File: config.mk
export PLATFORM = sky130hd
export DESIGN_NAME = baud_gen_frac
export DESIGN_NICKNAME = d
export VERILOG_FILES = /design/src/rtl/baud_pkg.sv /design/src/rtl/baud_frac_div.sv /design/src/rtl/baud_gen_frac.sv
export SDC_FILE = /design/constraint.sdc
export NUM_CORES = 1
export LEC_CHECK = 0
export CORE_ASPECT_RATIO = 1.1
export CORE_MARGIN = 10
export CORE_UTILIZATION = 45
export DETAILED_ROUTE_END_ITERATION = 8
export GPL_TIMING_DRIVEN = 0
export PLACE_DENSITY = 0.67
export SYNTH_ARGS = -nofsm -noshare
export SYNTH_HDL_FRONTEND = slang
export SYNTH_SLANG_ARGS = --single-unit
export TNS_END_PERCENT = 10
File: constraint.sdc
create_clock -name uart_clk -period 15.6 [get_ports uart_clk]
set_clock_uncertainty 0.1 [all_clocks]
set_input_delay 3.12 -clock uart_clk [delete_from_list [all_inputs] [get_ports uart_clk]]
set_output_delay 3.12 -clock uart_clk [all_outputs]
set_load 0.01 [all_outputs]
File: src/rtl/baud_pkg.sv
// Shared types and helpers for the fractional UART baud generator.
package baud_pkg;

    localparam int DIV_INT_WIDTH_DEF  = 16;
    localparam int DIV_FRAC_WIDTH_DEF = 4;

    typedef enum logic [1:0] {
        OS_16   = 2'd0,
        OS_8    = 2'd1,
        OS_4    = 2'd2,
        OS_RSVD = 2'd3
    } os_sel_e;

    typedef struct packed {
        logic [DIV_INT_WIDTH_DEF-1:0]  div_int;
        logic [DIV_FRAC_WIDTH_DEF-1:0] div_frac;
        os_sel_e                       os_sel;
    } baud_cfg_t;

    // Reserved encoding falls back to 16x.
    function automatic logic [4:0] os_ratio(input os_sel_e sel);
        logic [4:0] ratio;
        case (sel)
            OS_8:    ratio = 5'd8;
            OS_4:    ratio = 5'd4;
            default: ratio = 5'd16;
        endcase
        return ratio;
    endfunction

endpackage

File: src/rtl/baud_frac_div.sv
// Fractional period generator: oversample periods of N or N+1 cycles, averaging
// N + F/2^DIV_FRAC_WIDTH, driven by a carry out of the fractional accumulator.
module baud_frac_div #(
    parameter int DIV_INT_WIDTH  = 16,
    parameter int DIV_FRAC_WIDTH = 4
) (
    input  logic                      uart_clk,
    input  logic                      rst_n,
    input  logic                      clr,
    input  logic                      fresh,
    input  logic [DIV_INT_WIDTH-1:0]  div_int,
    input  logic [DIV_FRAC_WIDTH-1:0] div_frac,
    output logic                      period_end,
    output logic                      tick_os
);

    localparam int CW = DIV_INT_WIDTH + 1;

    logic [CW-1:0]             cnt;
    logic [DIV_FRAC_WIDTH-1:0] acc;
    logic                      ext;

    logic [DIV_FRAC_WIDTH-1:0] acc_cur;
    logic                      ext_cur;
    logic [DIV_FRAC_WIDTH:0]   sum;
    logic [CW-1:0]             cnt_inc;
    logic [CW-1:0]             period_len;

    // NOTE: every always_comb target is assigned on every path, so no latch is inferred.
    always_comb begin
        acc_cur    = fresh ? '0 : acc;
        ext_cur    = fresh ? 1'b0 : ext;
        sum        = {1'b0, acc_cur} + {1'b0, div_frac};
        cnt_inc    = cnt + CW'(1);
        period_len = {1'b0, div_int} + CW'(ext_cur);
        period_end = !clr && (cnt_inc == period_len);
    end

    // NOTE: state registers use non-blocking assignments so every flop samples pre-edge values.
    always_ff @(posedge uart_clk) begin
        if (!rst_n || clr) begin
            cnt     <= '0;
            acc     <= '0;
            ext     <= 1'b0;
            tick_os <= 1'b0;
        end else if (period_end) begin
            cnt     <= '0;
            acc     <= sum[DIV_FRAC_WIDTH-1:0];
            ext     <= sum[DIV_FRAC_WIDTH];
            tick_os <= 1'b1;
        end else begin
            cnt     <= cnt_inc;
            acc     <= acc_cur;
            ext     <= ext_cur;
            tick_os <= 1'b0;
        end
    end

endmodule

File: src/rtl/baud_gen_frac.sv
// Fractional UART baud generator with double-buffered config and oversample/bit/mid ticks.
// Optional macro BAUD_GEN_TICK_CNT_EN builds a 32-bit tick_bit counter on tick_cnt.
module baud_gen_frac
    import baud_pkg::*;
#(
    parameter int DIV_INT_WIDTH  = DIV_INT_WIDTH_DEF,
    parameter int DIV_FRAC_WIDTH = DIV_FRAC_WIDTH_DEF
) (
    input  logic                      uart_clk,
    input  logic                      rst_n,
    input  logic                      enable,
    input  logic                      cfg_load,
    input  logic [DIV_INT_WIDTH-1:0]  cfg_div_int,
    input  logic [DIV_FRAC_WIDTH-1:0] cfg_div_frac,
    input  logic [1:0]                cfg_os_sel,
    input  logic                      phase_rst,
    output logic                      tick_os,
    output logic                      tick_bit,
    output logic                      tick_mid,
    output logic                      cfg_pending,
    output logic                      cfg_err,
    output logic [31:0]               tick_cnt
);

    typedef struct packed {
        logic [DIV_INT_WIDTH-1:0]  div_int;
        logic [DIV_FRAC_WIDTH-1:0] div_frac;
        os_sel_e                   os_sel;
    } cfg_t;

    cfg_t       cfg_act, cfg_shd, cfg_in, cfg_new, cfg_eff;
    logic       act_idle, apply_now, clr, fresh;
    logic       period_end, bit_end, mid_end;
    logic [4:0] ratio;
    logic [3:0] os_cnt;
    logic [4:0] os_cnt_inc;

    always_comb begin
        cfg_in.div_int  = cfg_div_int;
        cfg_in.div_frac = cfg_div_frac;
        cfg_in.os_sel   = os_sel_e'(cfg_os_sel);

        // An active N of 0 (including the post-reset state) counts as idle, so loads apply at once.
        act_idle  = (cfg_act.div_int == '0);
        apply_now = (cfg_pending || cfg_load) && (tick_bit || phase_rst || !enable || act_idle);
        cfg_new   = cfg_load ? cfg_in : cfg_shd;
        cfg_eff   = apply_now ? cfg_new : cfg_act;
        clr       = !enable || phase_rst || act_idle || (cfg_eff.div_int == '0);
        fresh     = apply_now && tick_bit;

        ratio      = os_ratio(cfg_eff.os_sel);
        os_cnt_inc = {1'b0, os_cnt} + 5'd1;
        bit_end    = period_end && (os_cnt_inc == ratio);
        mid_end    = period_end && (os_cnt_inc == {1'b0, ratio[4:1]});
    end

    baud_frac_div #(
        .DIV_INT_WIDTH  (DIV_INT_WIDTH),
        .DIV_FRAC_WIDTH (DIV_FRAC_WIDTH)
    ) u_frac_div (
        .uart_clk   (uart_clk),
        .rst_n      (rst_n),
        .clr        (clr),
        .fresh      (fresh),
        .div_int    (cfg_eff.div_int),
        .div_frac   (cfg_eff.div_frac),
        .period_end (period_end),
        .tick_os    (tick_os)
    );

    // cfg_err is registered at apply time so reset leaves it low despite the zeroed config.
    always_ff @(posedge uart_clk) begin
        if (!rst_n) begin
            cfg_act     <= '0;
            cfg_shd     <= '0;
            cfg_pending <= 1'b0;
            cfg_err     <= 1'b0;
            os_cnt      <= '0;
            tick_bit    <= 1'b0;
            tick_mid    <= 1'b0;
        end else begin
            if (cfg_load) begin
                cfg_shd <= cfg_in;
            end
            if (apply_now) begin
                cfg_act     <= cfg_new;
                cfg_err     <= (cfg_new.div_int == '0);
                cfg_pending <= 1'b0;
            end else if (cfg_load) begin
                cfg_pending <= 1'b1;
            end

            if (clr) begin
                os_cnt   <= '0;
                tick_bit <= 1'b0;
                tick_mid <= 1'b0;
            end else begin
                tick_bit <= bit_end;
                tick_mid <= mid_end;
                if (bit_end) begin
                    os_cnt <= '0;
                end else if (period_end) begin
                    os_cnt <= os_cnt_inc[3:0];
                end
            end
        end
    end

`ifdef BAUD_GEN_TICK_CNT_EN
    always_ff @(posedge uart_clk) begin
        if (!rst_n) begin
            tick_cnt <= '0;
        end else if (bit_end) begin
            tick_cnt <= tick_cnt + 32'd1;
        end
    end
`else
    assign tick_cnt = 32'd0;
`endif

endmodule

==> impl_metrics.tcl, run 1 <==
set metrics [dict create \
    port_buffers 31 \
    finalSetupTns_ns 0 \
    drv_cap 0 \
    gp_congestion 0.977 \
    slew_viol_final 0 \
    netlist_instances 624 \
    synth_seq_cells 75 \
    status "finished clean" \
    coreArea_sq_um 11000 \
    path_clk_slew_ns 0.06 \
    drive_above_1_share_pct 11.9 \
    n_fill_cell 1064 \
    swShare_pct 31.7 \
    synth_ff_type "dfxtp_1" \
    cts_root_buffer "clkbuf_16" \
    ys_warn_count 0 \
    peakVddDrop_mv 0.0642 \
    p_leak_nw 2.38 \
    mostFrequentLayoutCell "dfxtp_1" \
    post-dp-hpwl_microns 12100 \
    die_h_microns 131 \
    rrSetupSlack_ns 9.50 \
    cts_sinks 75 \
    drt_iter0_markers 346 \
    yosys-top-cells-area "dfxtp_1 30%, buf_4 5.1%, mux2i_1 5.0%" \
    pwr-share-comb_pct 20.7 \
    ys_seq_area_share_pct 29.7 \
    critPathRequiredTime_ns 15.73 \
    die_w_microns 121 \
    grt_pass1_wl_microns 24900 \
    power.density_nw_per_um2 86.5 \
    cts_setup_buffers 0 \
    seqPwrFrac_pct 40.3 \
    relSlewSlack_pct 7.96 \
    clk_path_buf_depth 2 \
    p_switching_w 0.000163 \
    crit_fanout 10 \
    remaining_drc_errors 0 \
    die_area_sq_um 15900 \
    final_core_util_pct 54.3 \
    ioPinCount 64 \
    area_growth_syn_to_layout_pct 17.8 \
    antenna_found_initial 0 \
    async_flop_share_pct 0 \
    mostFrequentLayoutCells "75 x dfxtp_1, 65 x nor2_1, 40 x nand2_1" \
    cts_tree "done" \
    tightest_slew_ns 1.36 \
    overflow 0 \
    setup_viol 0 \
    final-seq-area_sq_um 1500 \
    synth_top_area_share_pct 29.7 \
    dr.pass1.iters 5 \
    ant_nets 0 \
    synthesis.area_sq_um 5050 \
    start_kind "input port" \
    synth_cell_types 74 \
    hold_class "reg -> reg" \
    arrival_ns 9.10 \
    internal-power_w 0.000352 \
    clkPwrFrac_pct 38.9 \
    row_count 40 \
    via_count 4950 \
    wl_per_cell_microns 18.4 \
    ctsHoldBuffers 0 \
    wirelength_microns 15600 \
    numCtsBuffers 9 \
    fin_crit_ns 8.97 \
    synth_edf_count 0 \
    fmax_ghz 0.112 \
    grt_setup_unrepaired "false" \
    insertion_delay_ns 0.34 \
    nets 737 \
    cts_htree_levels 3 \
    diodes 0 \
    finalHoldViolCount 0 \
    crit_type "in -> reg" \
    grt_pass1_vias 4837 \
    crit_path_end_kind "flip-flop" \
    grt_usage_pct 19.3 \
    start_util_pct 46.1 \
    postSynthAreaPerCell_sq_um 8.10 \
    vias_per_cell 5.82 \
    cts_resized 0 \
    multi_input_area_sq_um 3260 \
    period_share_pct 57.5 \
    yosysTopAreaCell "dfxtp_1" \
    grt_max_degree 15 \
]
## worst paths after layout
kind	end	cells after the start	startpoint
setup / recovery	u_frac_div.acc[1]	18	cfg_load
hold / removal	cfg_err	2	cfg_err
setup reg to reg	u_frac_div.acc[1]	17	cfg_act[16]
hold reg to reg	cfg_err	2	cfg_err
## state kept, by name, indices dropped and copies added (netlist names)
register,flops
cfg_act,22
cfg_err,1
cfg_pending,1
cfg_shd,22
os_cnt,4
tick_bit,1
tick_mid,1
u_frac_div.acc,4
u_frac_div.cnt,17
u_frac_div.ext,1
u_frac_div.tick_os,1
## worst max-delay path, cell delays in order
cell and delay (ns):
clkdlybuf4s50_1 0.54, buf_2 0.27, buf_2 0.26, buf_4 0.23, buf_1 0.65, mux2i_1 0.22
o21ai_0 0.34, ha_1 0.34, ha_1 0.36, nand2b_1 0.15, or4_1 0.43, and2_1 0.18
a211oi_2 0.26, nand4_1 0.25, a2111o_1 0.45, a2111oi_4 0.39, nand4_4 0.28, mux2_4 0.37
## area by class of cell
| class | instances | share of cell area (%) |
|---|---|---|
| inverter | 12 | 0.756 |
| multi-input combinational | 512 | 54.8 |
| clock inverter | 7 | 0.904 |
| timing repair buffer | 32 | 5.38 |
| sequential | 75 | 25.2 |
| tap | 147 | 3.09 |
| buffer | 56 | 6.07 |
| clock buffer | 9 | 3.78 |
## stage by stage
step | total power (W) | worst slack [ns] | area (sq um) | hold slack (ns) | cells
global placement | 0.000313 | 6.51 | 5660 | 0.362 | 833
CTS | 0.000511 | 6.74 | 5950 | 0.378 | 850
floorplan | 0.000284 | 8.15 | 5170 | 0.350 | 655
detailed placement | 0.000315 | 6.40 | 5670 | 0.357 | 834
global route | 0.000532 | 6.26 | 5950 | 0.394 | 850
finish | 0.000515 | 6.63 | 5950 | 0.382 | 850
## cell usage after synthesis, types with 7 or more instances
master,n
dfxtp_1,75
nor2_1,65
nand2_1,40
buf_4,34
a21oi_1,32
nor3_1,31
nand3_1,30
mux2i_1,25
o21ai_0,25
nand4_1,20
and2_1,19
xnor2_1,19
and3_1,16
xor2_1,14
clkbuf_1,13
nor4_1,13
inv_1,12
ha_1,11
a31oi_1,8
or3_1,7
## kinds of logic (layout without fill, tap and decap cells)
logic type / after synthesis / after routing / synth area share [%]
AOI/OAI and AO/OA: 120 / 120 / 16.4
xor gates and xnor gates: 35 / 35 / 6.61
adders and majority gates: 12 / 12 / 3.12
buffers and inverters: 68 / 116 / 8.05
DFF: 75 / 75 / 29.7
muxes: 31 / 31 / 6.36
other: 1 / 32 / 0.0742
and+or+nand+nor: 282 / 282 / 29.7
## power by group through the flow
stage / Combinational, W / Sequential, W / Clock [W]
after floorplan: 0.0000748 / 0.000209 / 0
after global placement: 0.000101 / 0.000211 / 0
after detailed placement: 0.000103 / 0.000212 / 0
after CTS: 0.000104 / 0.000207 / 0.000200
after global routing: 0.000117 / 0.000209 / 0.000207
final: 0.000107 / 0.000208 / 0.000201
## metal layers
layer / track usage [%] / share of wire, % / vias up
li1: - / - / 2375
met1: 22.8 / 41 / 2328
met2: 32.4 / 48 / 202
met3: 4.54 / 7.1 / 45
met4: 8.26 / 3.7 / 0
met5: 0 / 0 / -
Power figures use the tool's default switching activity.
==> inputs of run 2 (changes only) <==
- clock period: 15.6 -> 8.8 ns (I/O delays scaled with it)
==> results of run 2 <==
Same layout as run 1 (identical final DEF). Status: finished clean.
Among the figures that moved: setup slack after placement 6.40 ns -> 0.962 ns; setup slack after layout 6.63 ns -> 1.19 ns; register-to-register setup slack 9.50 ns -> 2.70 ns; total power 0.000515 W -> 0.000913 W; worst IR drop on VDD 0.0642 mV -> 0.114 mV
==> inputs of run 3 (changes only) <==
- ABC_AREA: not set -> 1
==> run 3 against run 2 <==
  * Synthesized cell count rose by 18%
  * Non-clock buffer count fell by 7
  * Via count fell by 8.5%
  * Worst setup slack improved by 2.1 ns
  * Register-to-register slack improved by 2.1 ns
==> impl_metrics.tcl, run 3 <==
set metrics [dict create \
    status "finished clean" \
    gp_congestion 0.894 \
    post-dp-hpwl_microns 9560 \
    grt_max_degree 16 \
    power.density_nw_per_um2 162 \
    seqPwrFrac_pct 38.6 \
    pwr-share-comb_pct 19.9 \
    clk_path_buf_depth 2 \
    finalNonFillerCells 956 \
    remaining_drc_errors 0 \
    peakVddDrop_mv 0.103 \
    yosysTopAreaCell "dfxtp_1" \
    fin_crit_ns 5.51 \
    cts_tree "done" \
    fmax_ghz 0.181 \
    synthesis.area_sq_um 4880 \
    p_leak_nw 2.88 \
    dr.pass1.iters 5 \
    tightest_slew_ns 0.571 \
    synth_ff_type "dfxtp_1" \
    synth_top_area_share_pct 30.8 \
    start_kind "input port" \
    synth_seq_cells 75 \
    nets 847 \
    wl_per_cell_microns 12.5 \
    crit_path_cell_trace "clkdlybuf4s50_1 > nor3_1 > nand2_2 > nand2_4 > buf_6 > buf_6 > inv_1 > nand2_1 > nand2_1 > inv_1 > ha_1 > ha_1 > nand3_1 > nor2_1 > nand4_1 > nand3_1 > inv_1 > nor2_1 > nand2_1 > nor2_2 > nand2_4 > nand2_8 > buf_12 > nor2_2" \
    postSynthAreaPerCell_sq_um 6.64 \
    clkPwrFrac_pct 41.5 \
    async_flop_share_pct 0 \
    cpMaxStageDelayCell "clkdlybuf4s50_1" \
    row_count 39 \
    synth_common_cells "192 x nand2_1, 113 x nor2_1, 86 x inv_1, 75 x dfxtp_1, 65 x nand3_1" \
    crit_fanout 10 \
    ys_warn_count 0 \
    yosys-top-cells-area "dfxtp_1 31%, nand2_1 15%, nor2_1 8.7%" \
    finalHoldViolCount 0 \
    synth_cell_types 38 \
    cts_resized 0 \
    coreArea_sq_um 10500 \
    reg.largest.list "cfg_act: 22 flops, cfg_shd: 22 flops, u_frac_div.cnt: 17 flops" \
    cts_htree_levels 3 \
    drt_iter0_markers 222 \
    numCtsBuffers 9 \
    path_clk_slew_ns 0.06 \
    synth_edf_count 0 \
    synth.most_common_cell "nand2_1" \
    ctsHoldBuffers 0 \
    n_fill_cell 1056 \
    port_buffers 31 \
    mostFrequentLayoutCell "nand2_1" \
    slowest_delay_ns 0.45 \
    ant_nets 0 \
    period_share_pct 62.6 \
    start_util_pct 46.5 \
    die_h_microns 129 \
    internal-power_w 0.000653 \
    setup_viol 0 \
    grt_setup_unrepaired "false" \
    placed_cell_area_sq_um 5480 \
    cts_root_buffer "clkbuf_16" \
    final-seq-area_sq_um 1500 \
    slew_viol_final 0 \
    critPathRequiredTime_ns 8.92 \
    mostFrequentLayoutCells "192 x nand2_1, 113 x nor2_1, 86 x inv_1" \
    drv_cap 0 \
    hold_class "reg -> reg" \
    area_growth_syn_to_layout_pct 18.7 \
    grt_pass1_vias 4555 \
    post-route-cell-area_sq_um 5790 \
    whs_ns 0.379 \
    cts_sinks 75 \
    arrival_ns 5.63 \
    finalSetupTns_ns 0 \
    via_count 4530 \
    crit_type "in -> reg" \
    crit_path_end_kind "flip-flop" \
    antenna_found_initial 0 \
    relSlewSlack_pct 60.9 \
    grt_usage_pct 16.2 \
    ys_seq_area_share_pct 30.8 \
    multi_input_area_sq_um 2800 \
    insertion_delay_ns 0.34 \
    diodes 0 \
    die_w_microns 119 \
    swShare_pct 30.3 \
    grt_pass1_wl_microns 20700 \
    cts_setup_buffers 0 \
    dp_cells 940 \
    overflow 0 \
    vias_per_cell 4.74 \
    drive_above_1_share_pct 11.8 \
    wirelength_microns 11900 \
    netlist_instances 735 \
    ioPinCount 64 \
    p_switching_w 0.000285 \
    die_area_sq_um 15400 \
]
[run 3: changes by cell type in the layout (fill, tap and decap cells not counted), sizes merged, moves of 26 or more]
| cell | previous run | this run |
|---|---|---|
| nor2 | 65 | 135 |
| nor3 | 32 | 5 |
| a21oi | 33 | 7 |
| inv | 13 | 91 |
| nand2 | 40 | 200 |
| nand3 | 30 | 68 |
[run 3: power groups by stage]
stage,combinational [W],sequential (W),clock [W]
6_report,0.000187,0.000362,0.000389
2_1_floorplan,0.000140,0.000368,0
5_1_grt,0.000214,0.000363,0.000413
3_5_place_dp,0.000185,0.000370,0
3_3_place_gp,0.000182,0.000369,0
4_1_cts,0.000186,0.000362,0.000398
[run 3: worst max-delay path: cells and delay by family]
family | cells | cell delay [ns]
AND/OR/NAND/NOR | 15 | 2.25
buffers and inverters | 7 | 1.14
adder cells (fa/ha/maj) | 2 | 0.46
[run 3: kinds of logic (layout without fill, tap and decap cells)]
| group | after synthesis | count (layout) | synth area share (%) |
|---|---|---|---|
| adders and majority gates | 12 | 12 | 3.23 |
| and+or+nand+nor | 433 | 433 | 39.8 |
| muxes | 16 | 16 | 3.28 |
| DFF | 75 | 75 | 30.8 |
| other | 1 | 32 | 0.0769 |
| buffers and inverters | 137 | 184 | 14.2 |
| xor gates and xnor gates | 28 | 28 | 5.03 |
| AOI/OAI and AO/OA | 33 | 33 | 3.64 |
[run 3: worst paths after layout]
kind | startpoint | end | slack, ns | depth (start not counted)
worst max-delay path | phase_rst | u_frac_div.cnt[15] | 3.29 | 24
worst min-delay path | u_frac_div.cnt[0] | u_frac_div.cnt[0] | 0.38 | 1
worst max register to register | cfg_act[20] | u_frac_div.cnt[15] | 4.79 | 26
worst min register to register | u_frac_div.cnt[0] | u_frac_div.cnt[0] | 0.38 | 1
[run 3: through the flow]
stage               setup WS (ns)  power [W]  utilization, %
finish                       3.29   0.000938            55.2
floorplan                    4.17   0.000508               -
global route                 2.91   0.000990            55.2
CTS                          3.35   0.000946            55.2
detailed placement           3.00   0.000555            52.3
global placement             3.09   0.000551            52.3
[run 3: layout make-up]
class	instances	area share [%]
repair buffers	31	5.36
clock buffers	9	3.89
multi-input cells	554	48.3
flip-flops and latches	75	25.9
plain buffers	50	6.33
inverters	87	5.64
well taps	143	3.09
clock inverters	7	1.45
[run 3: metal layers]
| metal | share of wire (%) | vias to the layer above | GRT usage [%] |
|---|---|---|---|
| met5 | 0 | - | 0 |
| li1 | - | 2374 | - |
| met1 | 44 | 2044 | 18.5 |
| met3 | 5.3 | 18 | 2.82 |
| met2 | 49 | 94 | 28.8 |
| met4 | 2.0 | 0 | 7.69 |
